## src/rtl/wt_cache_pkg.sv

```systemverilog
// Shared write-through dcache definitions: geometry, read-port count,
// read request/response structs and a saturating counter helper.
package wt_cache_pkg;

   localparam int unsigned DCACHE_SET_ASSOC    = 8;
   localparam int unsigned DCACHE_CL_IDX_WIDTH = 8;
   localparam int unsigned DCACHE_OFFSET_WIDTH = 4;
   localparam int unsigned DCACHE_TAG_WIDTH    = 20;
   localparam int unsigned DCACHE_NUM_RD_PORTS = 3;

   typedef struct packed {
      logic                           req;
      logic                           tag_only;
      logic [DCACHE_CL_IDX_WIDTH-1:0] idx;
      logic [DCACHE_OFFSET_WIDTH-1:0] off;
      logic [DCACHE_TAG_WIDTH-1:0]    tag;
   } dcache_rd_req_t;

   typedef struct packed {
      logic ack;
      logic rsp_vld;
   } dcache_rd_rsp_t;

   // +1 that sticks at the all-ones value instead of wrapping
   function automatic logic [31:0] sat_inc32(input logic [31:0] cnt);
      logic [31:0] res;
      if (cnt == 32'hFFFF_FFFF) begin
         res = cnt;
      end else begin
         res = cnt + 32'd1;
      end
      return res;
   endfunction

endpackage

```

## src/rtl/wt_dcache_rr_pick.sv

```systemverilog
// Combinational round-robin pick: first requester at or after ptr_i,
// wrapping NumPorts-1 -> 0. Returns one-hot grant and its index.
module wt_dcache_rr_pick #(
   parameter int unsigned NumPorts = 3,
   parameter int unsigned PtrW     = 2
) (
   input  logic [NumPorts-1:0] req_i,
   input  logic [PtrW-1:0]     ptr_i,
   output logic [NumPorts-1:0] gnt_oh_o,
   output logic [PtrW-1:0]     idx_o
);

   // scan NumPorts candidates starting at the pointer, keep the first hit
   always_comb begin
      logic        found;
      int unsigned cand;
      gnt_oh_o = '0;
      idx_o    = '0;
      found    = 1'b0;
      cand     = 0;
      for (int unsigned i = 0; i < NumPorts; i++) begin
         cand = 32'(ptr_i) + i;
         if (cand >= NumPorts) begin
            cand = cand - NumPorts;
         end else begin
            cand = cand;
         end
         for (int unsigned p = 0; p < NumPorts; p++) begin
            if (!found && (p == cand) && req_i[p]) begin
               found       = 1'b1;
               gnt_oh_o[p] = 1'b1;
               idx_o       = PtrW'(p);
            end else begin
               found = found;
            end
         end
      end
   end

endmodule

```

## src/rtl/wt_dcache_rd_arbiter.sv

```systemverilog
// Round-robin arbiter sharing the dcache memory read port among NumPorts
// read controllers. Ack is same-cycle; the tag and the response owner flag
// follow one cycle later, steered by the registered winner index.
// Optional stall counters are built when WT_DCACHE_RD_ARB_PERF_EN is defined.
module wt_dcache_rd_arbiter
   import wt_cache_pkg::*;
#(
   parameter int unsigned NumPorts = DCACHE_NUM_RD_PORTS,
   parameter int unsigned IdxW     = DCACHE_CL_IDX_WIDTH,
   parameter int unsigned OffW     = DCACHE_OFFSET_WIDTH,
   parameter int unsigned TagW     = DCACHE_TAG_WIDTH
) (
   input  logic                        clk_i,
   input  logic                        rst_ni,
`ifdef WT_DCACHE_RD_ARB_PERF_EN
   output logic [NumPorts*32-1:0]      stall_cnt_o,
`endif
   input  logic [NumPorts-1:0]         rd_req_i,
   input  logic [NumPorts-1:0]         rd_tag_only_i,
   input  logic [NumPorts*IdxW-1:0]    rd_idx_i,
   input  logic [NumPorts*OffW-1:0]    rd_off_i,
   input  logic [NumPorts*TagW-1:0]    rd_tag_i,
   output logic [NumPorts-1:0]         rd_ack_o,
   output logic [NumPorts-1:0]         rd_rsp_vld_o,
   output logic [63:0]                 rd_data_o,
   output logic [DCACHE_SET_ASSOC-1:0] rd_vld_bits_o,
   output logic [DCACHE_SET_ASSOC-1:0] rd_hit_oh_o,
   output logic                        mem_rd_req_o,
   input  logic                        mem_rd_gnt_i,
   output logic [IdxW-1:0]             mem_rd_idx_o,
   output logic [OffW-1:0]             mem_rd_off_o,
   output logic                        mem_rd_tag_only_o,
   output logic [TagW-1:0]             mem_rd_tag_o,
   input  logic [63:0]                 mem_rd_data_i,
   input  logic [DCACHE_SET_ASSOC-1:0] mem_rd_vld_bits_i,
   input  logic [DCACHE_SET_ASSOC-1:0] mem_rd_hit_oh_i
);

   localparam int unsigned PtrW = $clog2(NumPorts);

   dcache_rd_req_t      req_s [NumPorts];
   dcache_rd_rsp_t      rsp_s [NumPorts];
   logic [NumPorts-1:0] req_vec;
   logic [NumPorts-1:0] win_oh;
   logic [PtrW-1:0]     win_idx;
   logic                gnt_fire;

   logic [PtrW-1:0]     rr_ptr_d, rr_ptr_q;
   logic [PtrW-1:0]     sel_d, sel_q;
   logic                inflight_d, inflight_q;

   // gather the flat per-port buses into request structs
   always_comb begin
      req_vec = '0;
      for (int unsigned p = 0; p < NumPorts; p++) begin
         req_s[p].req      = rd_req_i[p];
         req_s[p].tag_only = rd_tag_only_i[p];
         req_s[p].idx      = DCACHE_CL_IDX_WIDTH'(rd_idx_i[p*IdxW +: IdxW]);
         req_s[p].off      = DCACHE_OFFSET_WIDTH'(rd_off_i[p*OffW +: OffW]);
         req_s[p].tag      = DCACHE_TAG_WIDTH'(rd_tag_i[p*TagW +: TagW]);
         req_vec[p]        = req_s[p].req;
      end
   end

   wt_dcache_rr_pick #(
      .NumPorts (NumPorts),
      .PtrW     (PtrW)
   ) i_rr_pick (
      .req_i    (req_vec),
      .ptr_i    (rr_ptr_q),
      .gnt_oh_o (win_oh),
      .idx_o    (win_idx)
   );

   // memory request side: winner's idx/off/tag_only, previous winner's tag
   always_comb begin
      mem_rd_req_o      = |req_vec;
      gnt_fire          = mem_rd_req_o & mem_rd_gnt_i;
      mem_rd_idx_o      = '0;
      mem_rd_off_o      = '0;
      mem_rd_tag_only_o = 1'b0;
      mem_rd_tag_o      = '0;
      for (int unsigned p = 0; p < NumPorts; p++) begin
         if (win_oh[p]) begin
            mem_rd_idx_o      = IdxW'(req_s[p].idx);
            mem_rd_off_o      = OffW'(req_s[p].off);
            mem_rd_tag_only_o = req_s[p].tag_only;
         end else begin
            mem_rd_tag_only_o = mem_rd_tag_only_o;
         end
         if (inflight_q && (sel_q == PtrW'(p))) begin
            mem_rd_tag_o = TagW'(req_s[p].tag);
         end else begin
            mem_rd_tag_o = mem_rd_tag_o;
         end
      end
   end

   // per-port ack and response-owner flags; read data is broadcast
   always_comb begin
      rd_ack_o     = '0;
      rd_rsp_vld_o = '0;
      for (int unsigned p = 0; p < NumPorts; p++) begin
         rsp_s[p].ack     = win_oh[p] & gnt_fire;
         rsp_s[p].rsp_vld = inflight_q & (sel_q == PtrW'(p));
         rd_ack_o[p]      = rsp_s[p].ack;
         rd_rsp_vld_o[p]  = rsp_s[p].rsp_vld;
      end
      rd_data_o     = mem_rd_data_i;
      rd_vld_bits_o = mem_rd_vld_bits_i;
      rd_hit_oh_o   = mem_rd_hit_oh_i;
   end

   // next state: remember the winner and move the pointer past it on a grant
   always_comb begin
      rr_ptr_d   = rr_ptr_q;
      sel_d      = sel_q;
      inflight_d = 1'b0;
      if (gnt_fire) begin
         sel_d      = win_idx;
         inflight_d = 1'b1;
         if (win_idx == PtrW'(NumPorts - 1)) begin
            rr_ptr_d = '0;
         end else begin
            rr_ptr_d = win_idx + PtrW'(1);
         end
      end else begin
         rr_ptr_d   = rr_ptr_q;
         inflight_d = 1'b0;
      end
   end

   // arbitration state registers
   always_ff @(posedge clk_i or negedge rst_ni) begin
      if (!rst_ni) begin
         rr_ptr_q   <= '0;
         sel_q      <= '0;
         inflight_q <= 1'b0;
      end else begin
         rr_ptr_q   <= rr_ptr_d;
         sel_q      <= sel_d;
         inflight_q <= inflight_d;
      end
   end

`ifdef WT_DCACHE_RD_ARB_PERF_EN
   logic [31:0] stall_cnt_d [NumPorts];
   logic [31:0] stall_cnt_q [NumPorts];

   // count cycles a port requests without being acked, saturating
   always_comb begin
      stall_cnt_o = '0;
      for (int unsigned p = 0; p < NumPorts; p++) begin
         if (req_vec[p] && !rsp_s[p].ack) begin
            stall_cnt_d[p] = sat_inc32(stall_cnt_q[p]);
         end else begin
            stall_cnt_d[p] = stall_cnt_q[p];
         end
         stall_cnt_o[p*32 +: 32] = stall_cnt_q[p];
      end
   end

   // stall counter registers
   always_ff @(posedge clk_i or negedge rst_ni) begin
      if (!rst_ni) begin
         for (int unsigned p = 0; p < NumPorts; p++) begin
            stall_cnt_q[p] <= 32'd0;
         end
      end else begin
         for (int unsigned p = 0; p < NumPorts; p++) begin
            stall_cnt_q[p] <= stall_cnt_d[p];
         end
      end
   end
`endif

endmodule
```

## config.mk

```make
export PLATFORM = sky130hd
export DESIGN_NAME = wt_dcache_rd_arbiter
export DESIGN_NICKNAME = d
export VERILOG_FILES = /design/src/rtl/wt_cache_pkg.sv /design/src/rtl/wt_dcache_rr_pick.sv /design/src/rtl/wt_dcache_rd_arbiter.sv
export SDC_FILE = /design/constraint.sdc
export NUM_CORES = 1
export LEC_CHECK = 0
export ABC_AREA = 1
export BUFFER_PORTS_ARGS = -buffer_cell sky130_fd_sc_hd__buf_2
export CAP_MARGIN = 20
export CORE_AREA = 2 2 118 120
export CTS_CLUSTER_SIZE = 14
export DETAILED_ROUTE_END_ITERATION = 10
export DIE_AREA = 0 0 120 122
export PLACE_DENSITY = 0.45
export SETUP_SLACK_MARGIN = 0.4
export SLEW_MARGIN = 20
export SYNTH_ARGS = -nofsm -noshare
export SYNTH_HDL_FRONTEND = slang
export SYNTH_HIERARCHICAL = 1
export SYNTH_SLANG_ARGS = --single-unit
```

## constraint.sdc

```tcl
create_clock -name clk_i -period 1.61 [get_ports clk_i]
set_input_delay 0.0805 -clock clk_i [delete_from_list [all_inputs] [get_ports clk_i]]
set_output_delay 0.0805 -clock clk_i [all_outputs]
set_load 0.02 [all_outputs]
```

### Yosys cells after proc, flatten, opt, wreduce, memory -nomap -nowiden

Index checks and enable logic that the tools add are counted.

| word-level totals | value |
|---|---|
| register bits | 5 |
| latch bits | 0 |
| memory bits (writable) | 0 |
| ROM bits | 0 |
| input bits | 185 |
| output and inout bits | 120 |
| logic and storage cells | 102 |
| memories kept | 0 |

| operators by class | value |
|---|---|
| $add $sub $neg | 6 |
| multiply operators | 0 |
| divide/modulo/power cells | 0 |
| $lt $le $gt $ge | 3 |
| eq/ne operators | 9 |
| shifts and indexed selects | 0 |
| multiplexer cells | 41 |
| bitwise gates (word level) | 7 |
| reduce and logical (&&, ||, !) cells | 33 |

Operators with widths:

| kind | count |
|---|---|
| 1-bit by 32-bit == test with 1-bit output (first input constant) | 3 |
| 2-bit by 32-bit == test with 1-bit output (first input constant) | 3 |
| 32-bit logical NOT | 3 |
| 32-bit two-way mux | 3 |
| 32-bit by 2-bit greater-or-equal comparator with 1-bit output (second input constant) | 2 |
| 32-bit by 2-bit subtractor with 32-bit output (second input constant) | 2 |
| 20-bit two-way mux | 3 |
| 8-bit two-way mux | 3 |
| 1-bit two-way mux | 21 |
| 1-bit logical AND | 20 |
| 2-bit two-way mux | 8 |
| 4-bit two-way mux | 3 |
| 1-bit logical NOT | 8 |
| 1-bit AND | 7 |
| 2-bit == test (second input constant) | 2 |
| 2-bit by 1-bit adder with 3-bit output (second input constant) | 1 |
| 2-bit by 2-bit adder with 3-bit output (second input constant) | 1 |
| 3-bit OR reduction | 1 |
| 2-bit by 2-bit subtractor with 3-bit output (second input constant) | 1 |
| 2-bit by 1-bit adder with 2-bit output (second input constant) | 1 |
| 2-bit by 1-bit == test with 1-bit output (second input constant) | 1 |
| 2-bit greater-or-equal comparator (second input constant) | 1 |
| 2-bit logical NOT | 1 |

### Longest topological paths before layout

Gate-level depths: netlist of run 1.

| logic depth | value |
|---|---|
| word-level depth | 39 |
| depth in mapped cells | 13 |
| mapped depth without buffers | 12 |

### Cells and area by module

Netlist of run 1, hierarchy kept.

By module, submodules not included:

| module | times used | cells an instance | area an instance (um^2) | sequential area each (um^2) |
|---|---|---|---|---|
| wt_dcache_rd_arbiter | 1 | 270 | 1771.7 | 125.1 |
| wt_dcache_rr_pick | 1 | 38 | 186.4 | 0.0 |

### Least setup slack after synthesis of run 1

Ideal clock, no wire load.

| timing path | value |
|---|---|
| kind | register to output |
| start | reg rr_ptr_q[0] |
| end | out mem_rd_idx_o[0] |
| data arrival time | 1836 ps |
| required time | 1529 ps |
| slack | -306 ps |
| stages on the path, launching flop included | 13 |
| buffers on the path | 1 |
| cell sequence | dfrtp_1 inv_1 ha_1 nand2_1 nand4_2 nor2_2 nand2_1 o21ai_1 inv_1 nor2_4 buf_6 nand2_2 a21oi_2 |

| on the way | value |
|---|---|
| elaborated cells between the ends (all ways) | 64 |
| classes of those cells | add/sub (5); order compare (3); eq/ne (6); mux (22); reduce/logical (28) |

RTL lines:

| item | line | RTL |
|---|---|---|
| start, declared | wt_dcache_rd_arbiter.sv:48 | `logic [PtrW-1:0] rr_ptr_d, rr_ptr_q;` |
| start signal, assigned | wt_dcache_rd_arbiter.sv:140 | `rr_ptr_q <= rr_ptr_d;` |
| parallel branches: the longest is 28 deep, another holds 32-bit by 2-bit subtractor with 32-bit output | - |  |
| 1-bit two-way mux * | wt_dcache_rr_pick.sv:29 | `if (!found && (p == cand) && req_i[p]) begin` |
| net win_oh[0] | wt_dcache_rd_arbiter.sv:44 | `logic [NumPorts-1:0] win_oh;` |
| 8-bit two-way mux * (3 in a row) | wt_dcache_rd_arbiter.sv:84 | `if (win_oh[p]) begin` |
| end, declared | wt_dcache_rd_arbiter.sv:30 | `output logic [IdxW-1:0] mem_rd_idx_o,` |

Mark *: on every way through the listed nets, which the timed path passes.

### Worst setup path after layout of run 1

| timing path | value |
|---|---|
| start | reg rr_ptr_q[0] |
| end | out mem_rd_idx_o[5] |

The elaborated chain is that of the path after synthesis.

==> flow_summary_export.csv, run 1 <==
group,metric,value,unit
worst_hold_path,min_to,"rd_data_o[21]",
final_layout,nNetsFinal,598,
die,die_w,120,um
cts,numClockSinks,5,
die,die-height,122,um
synthesis,synth_nets,495,
worst_hold_path,holdCritStartpoint,"mem_rd_data_i[21]",
critical_path,r2r-end,"rr_ptr_q[1]$_DFFE_PN0N_",
synthesis,synth_seq_cells,5,
cts,cts.reportedPaths.clkPinSlew,0.03,ns
cts,tritoncts.num_buffers,3,
power_and_ir_drop,leakage,1.90,nW
cts,cts_tree,"done",
critical_path,path_max_fanout,5,
timing,clock.fmax,439,MHz
timing,fin_skew,0.00141,ns
critical_path,cp-end-kind,"primary output",
die,rows,43,
critical_path,cpMaxStageDelayCell,"dfrtp_1",
power_and_ir_drop,powerDensity,1990,mW/mm^2
critical_path,critPathMaxStageDelay,0.39,ns
final_layout,drive_above_1_share,82.0,%
global_routing,grt_max_degree,42,
global_routing,antenna_found_initial,0,
synthesis,synthCells,308,
detailed_routing,dr_total_vias,2463,
synthesis,synth.cell_area,0.00196,sq mm
timing,setup_viol,20,
cts,htreeDepth,1,
placed_design,dp_worst_setup_slack,-0.446,ns
detailed_routing,drt_iter0_drc,62,
final_layout,n_antenna_cell,0,
timing,slew_headroom,79.7,%
detailed_routing,drc,0,
die,ios,305,
outcome,status,"finished with violations",
critical_path,cp_cell_sequence,"inv_2, ha_4, nand2_4, nand4_4, nor2_4, nand2_2, o21ai_2, inv_2, nor2_4, buf_6, buf_12, nand2_4, a21oi_4, buf_6",
timing,setup_ws,-0.668,ns
timing,maxSlewViolCount,0,
power_and_ir_drop,peakVddDrop,1.43,mV
critical_path,cp.arrival,2.20,ns
final_layout,seqCellArea,129,sq um
timing,post-route-period-util,141,%
timing,final_hold_viol_count,0,
die,initial_utilization,14.5,%
final_layout,fin_area,0.00396,sq mm
critical_path,crit_type,"flop to primary output",
placed_design,hpwl,6830,um
worst_hold_path,whs_path_depth,0,
detailed_routing,drtAntennaViolNets,0,
final_layout,syn_to_final_growth,102,%
critical_path,cp-start-kind,"flop",
global_routing,globalRouteOverflowTotal,0,
synthesis,yosys_warnings,6,
outcome,failed_checks,"negative setup slack",
detailed_routing,wl_per_cell,16.4,um
timing,rsz0062_at_grt,"yes",
die,core-area,0.0135,sq mm
global_routing,grt_pass1_wl,14500,um
placed_design,portBuffers,144,
synthesis,syn_avg_cell_area,6.36,sq um
placed_design,dpl_cell_area,0.00253,sq mm
worst_hold_path,hold_class,"primary input to primary output",
final_layout,multiInputGateArea,0.00175,sq mm
critical_path,r2r_setup_slack,-0.22,ns
run,maxCapViolCount,0,
synthesis,ys_types,20,
final_layout,fill_cells,1441,
timing,post-route-min-period,2.28,ns
cts,cts_root_buf,"clkbuf_16",
die,die_area,0.0146,sq mm
critical_path,r2r_cells,13,
synthesis,synth_area_leaders,"buf_4, nand3_1, nand2_2",
synthesis,synth_top_cell_by_area,"buf_4",
detailed_routing,via_per_inst,4.17,
critical_path,worstReg2RegStart,"rr_ptr_q[0]$_DFFE_PN0N_",
placed_design,place_congestion,0.779,
critical_path,required,1.53,ns
global_routing,track_usage,12.9,%
global_routing,grt_pass1_vias,2647,
timing,worst_slew_pin_slew,0.305,ns
cts,clk_latency,0.23,ns
synthesis,synth_top_area_share,30.7,%
cts,cts.path.max_buffers,2,
detailed_routing,wirelength,9700,um
detailed_routing,drt-pass1-iter-count,4,
synthesis,seq_area_frac_synth,6.39,%
cells by family (layout without fill, tap and decap cells):
family,Yosys count,count (layout),synth area share [%]
AOI/OAI and AO/OA,29,29,9.33
DFF,5,5,6.39
and+or+nand+nor,159,159,43.3
adders and majority gates,2,2,1.28
buffers and inverters,113,215,39.7
synth_stat cells (all sizes together):
library cell and instances:
a21oi 28, ha 2, nand4 24, nor2 29, nand2 61, o21ai 1, inv 15, nor3 1
buf 98, nand3 44, dfrtp 5
metal layers:
layer | track usage, % | share of wire (%) | vias up
met5 | 0 | 0 | -
met4 | 5.81 | 3.6 | 0
met3 | 2.95 | 7.6 | 34
met2 | 24.7 | 55 | 151
met1 | 13.4 | 34 | 1128
li1 | - | - | 1150
repair_timing:
action                                  CTS  global route
pin swaps                                39            26
endpoints found under the setup margin   43            43
setup buffers                            21             3
hold buffers                              1             0
gates resized for setup                 195            41
endpoints found under the hold margin     5             0
gates cloned                              9             0
cells in the final DEF, fill, tap and decap left out:
cell	instances
buf_2	105
inv_16	1
ha_4	2
inv_8	2
clkbuf_1	1
dlygate4sd3_1	1
inv_4	1
nand2_2	20
inv_12	1
dfrtp_1	2
nor3_2	1
nand4_1	23
a21oi_2	11
buf_8	1
nand3_4	15
nand2_1	23
a21oi_4	16
nand4_4	1
buf_4	13
inv_1	7
nand2_4	17
o21ai_2	1
nand3_2	27
clkbuf_16	3
buf_16	6
nand2_8	1
nor2_4	9
buf_12	10
a21oi_1	1
dfrtp_2	3
buf_6	58
inv_2	5
nor2_1	14
nor2_2	6
nand3_1	2
power breakdown:
| group | switching, mW | total, mW | internal, mW |
|---|---|---|---|
| logic | 3.55 | 7.24 | 3.68 |
| registers | 0.0489 | 0.222 | 0.173 |
| clock network | 0.0803 | 0.408 | 0.328 |
| total | 3.68 | 7.87 | 4.18 |
through the flow:
| step | setup TNS [ns] | util [%] | power, mW | hold slack (ns) | std cells |
|---|---|---|---|---|---|
| finish | -10.32 | 29.3 | 7.87 | 0.161 | 590 |
| global route | -12.64 | 29.3 | 8.38 | 0.161 | 590 |
| CTS | -9.57 | 27.7 | 7.52 | 0.161 | 587 |
| detailed placement | -6.21 | 18.8 | 4.38 | -0.0926 | 552 |
| global placement | -5.47 | 18.8 | 4.33 | -0.0957 | 552 |
| floorplan | -2.25 | - | 3.39 | -0.215 | 308 |
registers in the layout (all words and copies together) (netlist names):
signal,cells
rr_ptr_q,2
sel_q,2
inflight_q,1
critical path, delay by kind of cell, from the launching register on:
family / cells / cell delay [ns]
compound gates: 2 / 0.26
fa+ha+maj: 1 / 0.21
buf+inv: 5 / 0.53
flops: 1 / 0.39
simple gates: 6 / 0.59
how the worst max path moves through the flow:
stage / depth (start not counted) / slack [ns] / start / to
global route: 14 / -0.79 / rr_ptr_q[0]$_DFFE_PN0N_ / mem_rd_idx_o[5]
floorplan: 12 / -0.21 / rr_ptr_q[0]$_DFFE_PN0N_ / mem_rd_idx_o[0]
CTS: 13 / -0.63 / rr_ptr_q[1]$_DFFE_PN0N_ / mem_rd_idx_o[4]
global placement: 13 / -0.40 / rr_ptr_q[1]$_DFFE_PN0N_ / mem_rd_idx_o[0]
finish: 14 / -0.67 / rr_ptr_q[0]$_DFFE_PN0N_ / mem_rd_idx_o[5]
detailed placement: 13 / -0.45 / rr_ptr_q[1]$_DFFE_PN0N_ / mem_rd_idx_o[4]
area by class of cell:
class                           count  share of cell area, %
Sequential cell                     5                   3.25
Tap cell                          180                   5.68
Timing Repair Buffer              194                   42.1
Timing Repair inverter              2                  0.695
Multi-Input combinational cell    190                   44.2
Clock buffer                        4                   1.99
Inverter                           15                   2.08
Power figures use the tool's default switching activity.
==> inputs of run 2 (changes only) <==
--- a/config.mk
+++ b/config.mk
@@ -9,10 +9,11 @@
 export BUFFER_PORTS_ARGS = -buffer_cell sky130_fd_sc_hd__buf_2
 export CAP_MARGIN = 20
 export CORE_AREA = 2 2 118 120
+export CTS_CLUSTER_DIAMETER = 40
 export CTS_CLUSTER_SIZE = 14
 export DETAILED_ROUTE_END_ITERATION = 10
 export DIE_AREA = 0 0 120 122
-export PLACE_DENSITY = 0.45
+export PLACE_DENSITY = 0.51
 export SETUP_SLACK_MARGIN = 0.4
 export SLEW_MARGIN = 20
 export SYNTH_ARGS = -nofsm -noshare
==> run 2 against run 1 <==
  * Critical endpoint is now mem_rd_idx_o[6]
  * Maximum frequency down 0.24%
  * Sequential share of layout area increased by 0.082 points
  * Setup slack lost 0.0055 ns
  * Clock skew about the same
  * The flow still finishes with violations (negative setup slack)
==> flow_summary_export.csv, run 2 (synthesis gave the netlist of run 1 again) <==
group,metric,value,unit
outcome,status,"finished with violations",
outcome,failed_checks,"negative setup slack",
final_layout,nNetsFinal,593,
timing,setup_viol,19,
die,rows,43,
worst_hold_path,hold_class,"primary input to flop",
critical_path,r2r-end,"rr_ptr_q[1]$_DFFE_PN0N_",
timing,post-route-min-period,2.28,ns
cts,cts.reportedPaths.clkPinSlew,0.03,ns
detailed_routing,dr_total_vias,2416,
cts,cts_tree,"done",
critical_path,path_max_fanout,5,
power_and_ir_drop,leakage,1.92,nW
timing,final_hold_viol_count,0,
detailed_routing,drt_iter0_drc,75,
critical_path,cp-end-kind,"primary output",
placed_design,portBuffers,144,
die,ios,305,
cts,tritoncts.num_buffers,3,
cts,htreeDepth,1,
global_routing,grt_pass1_wl,13400,um
detailed_routing,wirelength,9230,um
detailed_routing,drtAntennaViolNets,0,
global_routing,grt_pass1_vias,2576,
detailed_routing,wl_per_cell,15.7,um
critical_path,cp-start-kind,"flop",
detailed_routing,drt-pass1-iter-count,4,
global_routing,antenna_found_initial,2,
detailed_routing,via_per_inst,4.12,
final_layout,fin_area,0.00383,sq mm
timing,rsz0062_at_grt,"yes",
timing,hold-worst-slack,0.153,ns
detailed_routing,drc,0,
critical_path,cp.arrival,2.20,ns
global_routing,grt_max_degree,42,
critical_path,required,1.53,ns
timing,post-route-period-util,142,%
die,die_area,0.0146,sq mm
critical_path,r2r_setup_slack,-0.51,ns
final_layout,syn_to_final_growth,95.5,%
cts,clk_latency,0.23,ns
cts,numClockSinks,5,
placed_design,dpl_cell_area,0.00255,sq mm
critical_path,worstReg2RegStart,"rr_ptr_q[1]$_DFFE_PN0N_",
placed_design,place_congestion,0.785,
die,core-area,0.0135,sq mm
global_routing,globalRouteOverflowTotal,0,
placed_design,hpwl,6510,um
die,die-height,122,um
power_and_ir_drop,powerDensity,1850,mW/mm^2
cts,cts.path.max_buffers,2,
timing,maxSlewViolCount,0,
placed_design,dp_worst_setup_slack,-0.424,ns
timing,slew_headroom,81.5,%
global_routing,track_usage,11.8,%
final_layout,top_regs,"rr_ptr_q x2, sel_q x2, inflight_q x1",
worst_hold_path,holdCritStartpoint,"mem_rd_gnt_i",
critical_path,r2r_cells,15,
timing,clock.fmax,438,MHz
timing,setup_ws,-0.673,ns
run,maxCapViolCount,0,
worst_hold_path,min_to,"sel_q[0]$_DFFE_PN0N_",
timing,worst_slew_pin_slew,0.278,ns
timing,finalSetupTns,-11.05,ns
final_layout,drive_above_1_share,76.5,%
final_layout,layout_commonest_cell,"buf_2",
worst_hold_path,whs_path_depth,3,
final_layout,mostFrequentLayoutCells,"buf_2, buf_6, nand3_2, nand2_4, nand4_1",
power_and_ir_drop,peakVddDrop,1.37,mV
power_and_ir_drop,power,7.06,mW
timing,fin_skew,0.00189,ns
die,die_w,120,um
critical_path,crit_type,"flop to primary output",
cts,cts_root_buf,"clkbuf_16",
die,initial_utilization,14.5,%
-- run 2: report_power, final --
part	switching (mW)	leakage (nW)	internal [mW]	total, mW
Sequential	0.0599	0.0604	0.171	0.231
Clock	0.0776	0.0382	0.328	0.405
Combinational	3.19	1.83	3.24	6.43
Total	3.33	1.92	3.74	7.06
-- run 2: cell type report --
class	instances	area, sq um
fill	1470	9680
timing repair buffer	191	1670
multi-input combinational	190	1640
tap	180	225
sequential	5	128
clock buffer	4	78.8
inverter	15	78.8
antenna	2	5.00
-- run 2: worst max-delay path, stage by stage, from the launching register on --
cell and delay [ns]:
dfrtp_1 0.41, ha_4 0.29, nand2_4 0.07, nand4_4 0.10, nor2_4 0.13, nand2_2 0.07, o21ai_2 0.16, inv_2 0.07
nor2_4 0.20, clkbuf_16 0.19, nand2_2 0.06, a21oi_4 0.12, buf_6 0.13
-- run 2: how the worst max path moves through the flow --
stage                            startpoint         endpoint  slack (ns)
floorplan           rr_ptr_q[0]$_DFFE_PN0N_  mem_rd_idx_o[0]       -0.21
global placement    rr_ptr_q[1]$_DFFE_PN0N_  mem_rd_idx_o[3]       -0.38
detailed placement  rr_ptr_q[1]$_DFFE_PN0N_  mem_rd_off_o[2]       -0.42
CTS                 rr_ptr_q[0]$_DFFE_PN0N_  mem_rd_off_o[2]       -0.59
global route        rr_ptr_q[1]$_DFFE_PN0N_  mem_rd_off_o[0]       -0.78
finish              rr_ptr_q[1]$_DFFE_PN0N_  mem_rd_idx_o[6]       -0.67
-- run 2: metrics by stage --
stage          util [%]  std cells
2_1_floorplan         -        308
3_3_place_gp       18.9        552
3_5_place_dp       18.9        552
4_1_cts            26.8        580
5_1_grt            28.3        585
6_report           28.3        587
-- run 2: routing by layer --
layer | vias to the layer above | wire, um | global-route usage, %
met2 | 132 | 4820 | 21.6
met4 | 0 | 328 | 4.26
met1 | 1095 | 3180 | 12.2
met5 | - | 0 | 0
met3 | 40 | 895 | 4.45
li1 | 1149 | - | -
-- run 2: repair_timing --
action / 4_1_cts / 5_1_grt
hold buffers: 1 / 0
endpoints found under the setup margin: 43 / 43
cloned: 8 / 1
hold endpoints to repair: 5 / 0
setup buffers: 15 / 4
pin swaps: 21 / 28
resized for setup: 180 / 26
==> inputs of run 3 (changes only) <==
--- a/config.mk
+++ b/config.mk
@@ -5,7 +5,6 @@
 export SDC_FILE = /design/constraint.sdc
 export NUM_CORES = 1
 export LEC_CHECK = 0
-export ABC_AREA = 1
 export BUFFER_PORTS_ARGS = -buffer_cell sky130_fd_sc_hd__buf_2
 export CAP_MARGIN = 20
 export CORE_AREA = 2 2 118 120
==> run 3 against run 2 <==
  * The flow still finishes with violations (negative setup slack)
  * Sequential share of layout area rose by 0.72 points
  * Cell area fell by 19%
  * Final cell count down 11%
  * First-iteration DRC count fell by 40%
  * Core utilization down 5.3 points
  * Critical path depth shrank 4
  * Die area did not move
  * Critical path type unchanged
==> flow_summary_export.csv, run 3 <==
group,metric,value,unit
power_and_ir_drop,leakage,1.44,nW
final_layout,drive_above_1_share,69.2,%
timing,rsz0062_at_grt,"yes",
placed_design,portBuffers,144,
critical_path,cpMaxStageDelayCell,"dfrtp_1",
critical_path,required,1.53,ns
final_layout,nNetsFinal,529,
final_layout,multiInputGateArea,0.00135,sq mm
synthesis,synth_common_cells,"buf_4, o21ai_0, and2_1",
detailed_routing,drt_iter0_drc,45,
timing,fin_skew,0.00166,ns
global_routing,grt_pass1_wl,11500,um
detailed_routing,drc,0,
synthesis,seq_area_frac_synth,6.58,%
synthesis,ys.flop_type,"dfrtp_1",
cts,clk_latency,0.23,ns
timing,hold-worst-slack,0.161,ns
critical_path,critPathBufInv,2,
final_layout,n_antenna_cell,0,
timing,setup_viol,18,
synthesis,yosys_warnings,6,
detailed_routing,drtAntennaViolNets,0,
final_layout,top_regs,"rr_ptr_q x2, sel_q x2, inflight_q x1",
synthesis,synth.cell_area,0.00190,sq mm
critical_path,crit_type,"flop to primary output",
timing,finalSetupTns,-8.19,ns
critical_path,cp_cell_sequence,"buf_6, ha_4, o21ba_4, a31o_4, nor2b_4, a22oi_2, o21ai_4, buf_6",
critical_path,cp-start-kind,"flop",
critical_path,cp-end-kind,"primary output",
detailed_routing,via_per_inst,4.02,
timing,maxSlewViolCount,0,
timing,post-route-min-period,2.18,ns
synthesis,ys_types,34,
synthesis,synth_seq_cells,5,
placed_design,hpwl,6040,um
placed_design,place_congestion,0.819,
final_layout,layout_commonest_cell,"buf_2",
placed_design,dp.cells,505,
global_routing,grt_pass1_vias,2217,
synthesis,synth_top_cell_by_area,"buf_4",
detailed_routing,drt-pass1-iter-count,4,
critical_path,critPathMaxStageDelay,0.38,ns
detailed_routing,wl_per_cell,15.3,um
die,initial_utilization,14.1,%
timing,post-route-period-util,135,%
synthesis,synth_top_area_share,32.0,%
timing,worst_slew_pin_slew,0.383,ns
cts,htreeDepth,1,
cts,cts_root_buf,"clkbuf_16",
timing,setup_ws,-0.571,ns
cts,numClockSinks,5,
die,rows,43,
final_layout,layout.cells.non_filler,521,
cts,cts_tree,"done",
power_and_ir_drop,powerDensity,1370,mW/mm^2
outcome,status,"finished with violations",
synthesis,synth-edff-count,0,
die,die-height,122,um
timing,slew_headroom,74.5,%
final_layout,fill_cells,1462,
detailed_routing,wirelength,7970,um
power_and_ir_drop,peakVddDrop,0.808,mV
final_layout,seqCellArea,126,sq um
synthesis,synth_area_leaders,"buf_4, mux2i_1, o21ai_0",
die,die_w,120,um
die,die_area,0.0146,sq mm
outcome,failed_checks,"negative setup slack",
critical_path,cp.arrival,2.10,ns
global_routing,globalRouteOverflowTotal,0,
cts,tritoncts.num_buffers,3,
cts,cts.path.max_buffers,2,
synthesis,yosysMostFrequentCell,"buf_4",
synthesis,async_flop_share,100,%
synthesis,synthCells,257,
critical_path,crit_family,"compound AO/OA/AOI/OAI gates",
global_routing,track_usage,10.3,%
timing,clock.fmax,459,MHz
final_layout,syn_to_final_growth,64.1,%
cts,cts.reportedPaths.clkPinSlew,0.03,ns
worst_hold_path,hold_class,"primary input to primary output",
die,ios,305,
global_routing,antenna_found_initial,1,
synthesis,syn_avg_cell_area,7.40,sq um
global_routing,grt_max_degree,33,
critical_path,cp_common_cell,"buf_6",
die,core-area,0.0135,sq mm
critical_path,path_max_fanout,6,
timing,final_hold_viol_count,0,
synthesis,synth_nets,444,
detailed_routing,dr_total_vias,2096,
run,maxCapViolCount,0,
final_layout,mostFrequentLayoutCells,"buf_2, buf_6, o21ai_1, nand3b_1, mux2i_1",
## run 3: cell types whose count changed in the layout (fill, tap and decap cells not counted), sizes merged, moves of 22 or more
cell,before,now
a21oi,28,1
and2,0,22
nand2,61,17
nand3,44,0
nand4,24,0
nor2,29,2
o21ai,1,34
## run 3: cells by family (layout without fill, tap and decap cells)
logic type / Yosys count / after routing / synth area share (%)
multiplexers: 22 / 22 / 12.1
AND/OR/NAND/NOR: 71 / 72 / 22.8
flip-flops: 5 / 5 / 6.58
buffers and inverters: 102 / 185 / 38.4
adder cells (fa/ha/maj): 2 / 2 / 1.32
AO/OA/AOI/OAI: 55 / 55 / 18.8
## run 3: area by class of cell
type | count | share of cell area [%]
inverter | 5 | 0.602
clock buffer | 4 | 2.53
tap | 180 | 7.22
timing repair buffer | 176 | 42.3
multi-input combinational | 151 | 43.3
sequential | 5 | 4.05
## run 3: through the flow
step / power [mW] / setup slack [ns] / util [%] / cell area [sq um]
floorplan: 2.37 / -0.173 / - / 2100
global placement: 2.77 / -0.332 / 18.4 / 2490
detailed placement: 2.83 / -0.410 / 18.4 / 2490
CTS: 4.22 / -0.592 / 22.7 / 3070
global route: 4.53 / -0.635 / 23.1 / 3120
finish: 4.27 / -0.571 / 23.1 / 3120
## run 3: repair_timing
action                                  in CTS  in global routing
pin swaps                                   28                  9
resized for setup                          122                 15
setup buffers                                5                  1
endpoints found under the setup margin      43                 43
cloned                                       4                  1
hold endpoints to repair                     5                  0
hold buffers                                 1                  0
## run 3: routing by layer
| layer | vias up | routed length (um) | GRT usage, % |
|---|---|---|---|
| met3 | 40 | 824 | 3.79 |
| met1 | 933 | 2710 | 9.72 |
| met4 | 2 | 371 | 5.22 |
| met2 | 153 | 4050 | 19.4 |
| met5 | - | 13 | 0 |
| li1 | 968 | - | - |
## run 3: power breakdown
group | total [mW] | internal [mW] | switching [mW]
clock | 0.408 | 0.328 | 0.0805
combinational | 3.63 | 1.92 | 1.71
sequential | 0.228 | 0.164 | 0.0643
total | 4.27 | 2.41 | 1.86
## run 3: final timing paths
path	endpoint	from	cells after the start	slack [ns]
setup reg to reg	rr_ptr_q[1]$_DFFE_PN0N_	rr_ptr_q[1]$_DFFE_PN0N_	7	-0.02
min in group asynchronous	sel_q[1]$_DFFE_PN0N_	rst_ni	2	0.20
setup / recovery	mem_rd_idx_o[7]	rr_ptr_q[1]$_DFFE_PN0N_	8	-0.57
hold reg to reg	rr_ptr_q[0]$_DFFE_PN0N_	rr_ptr_q[0]$_DFFE_PN0N_	2	0.57
hold / removal	rd_data_o[22]	mem_rd_data_i[22]	0	0.16
max in group asynchronous	sel_q[0]$_DFFE_PN0N_	rst_ni	2	1.27
## run 3: worst register-to-register path, cell delays in order, from the launching register on
cell and delay, ns:
dfrtp_1 0.38, buf_6 0.13, ha_4 0.29, nor2_4 0.05, buf_6 0.11, o41ai_4 0.34
nand2b_1 0.15, o21ai_1 0.05
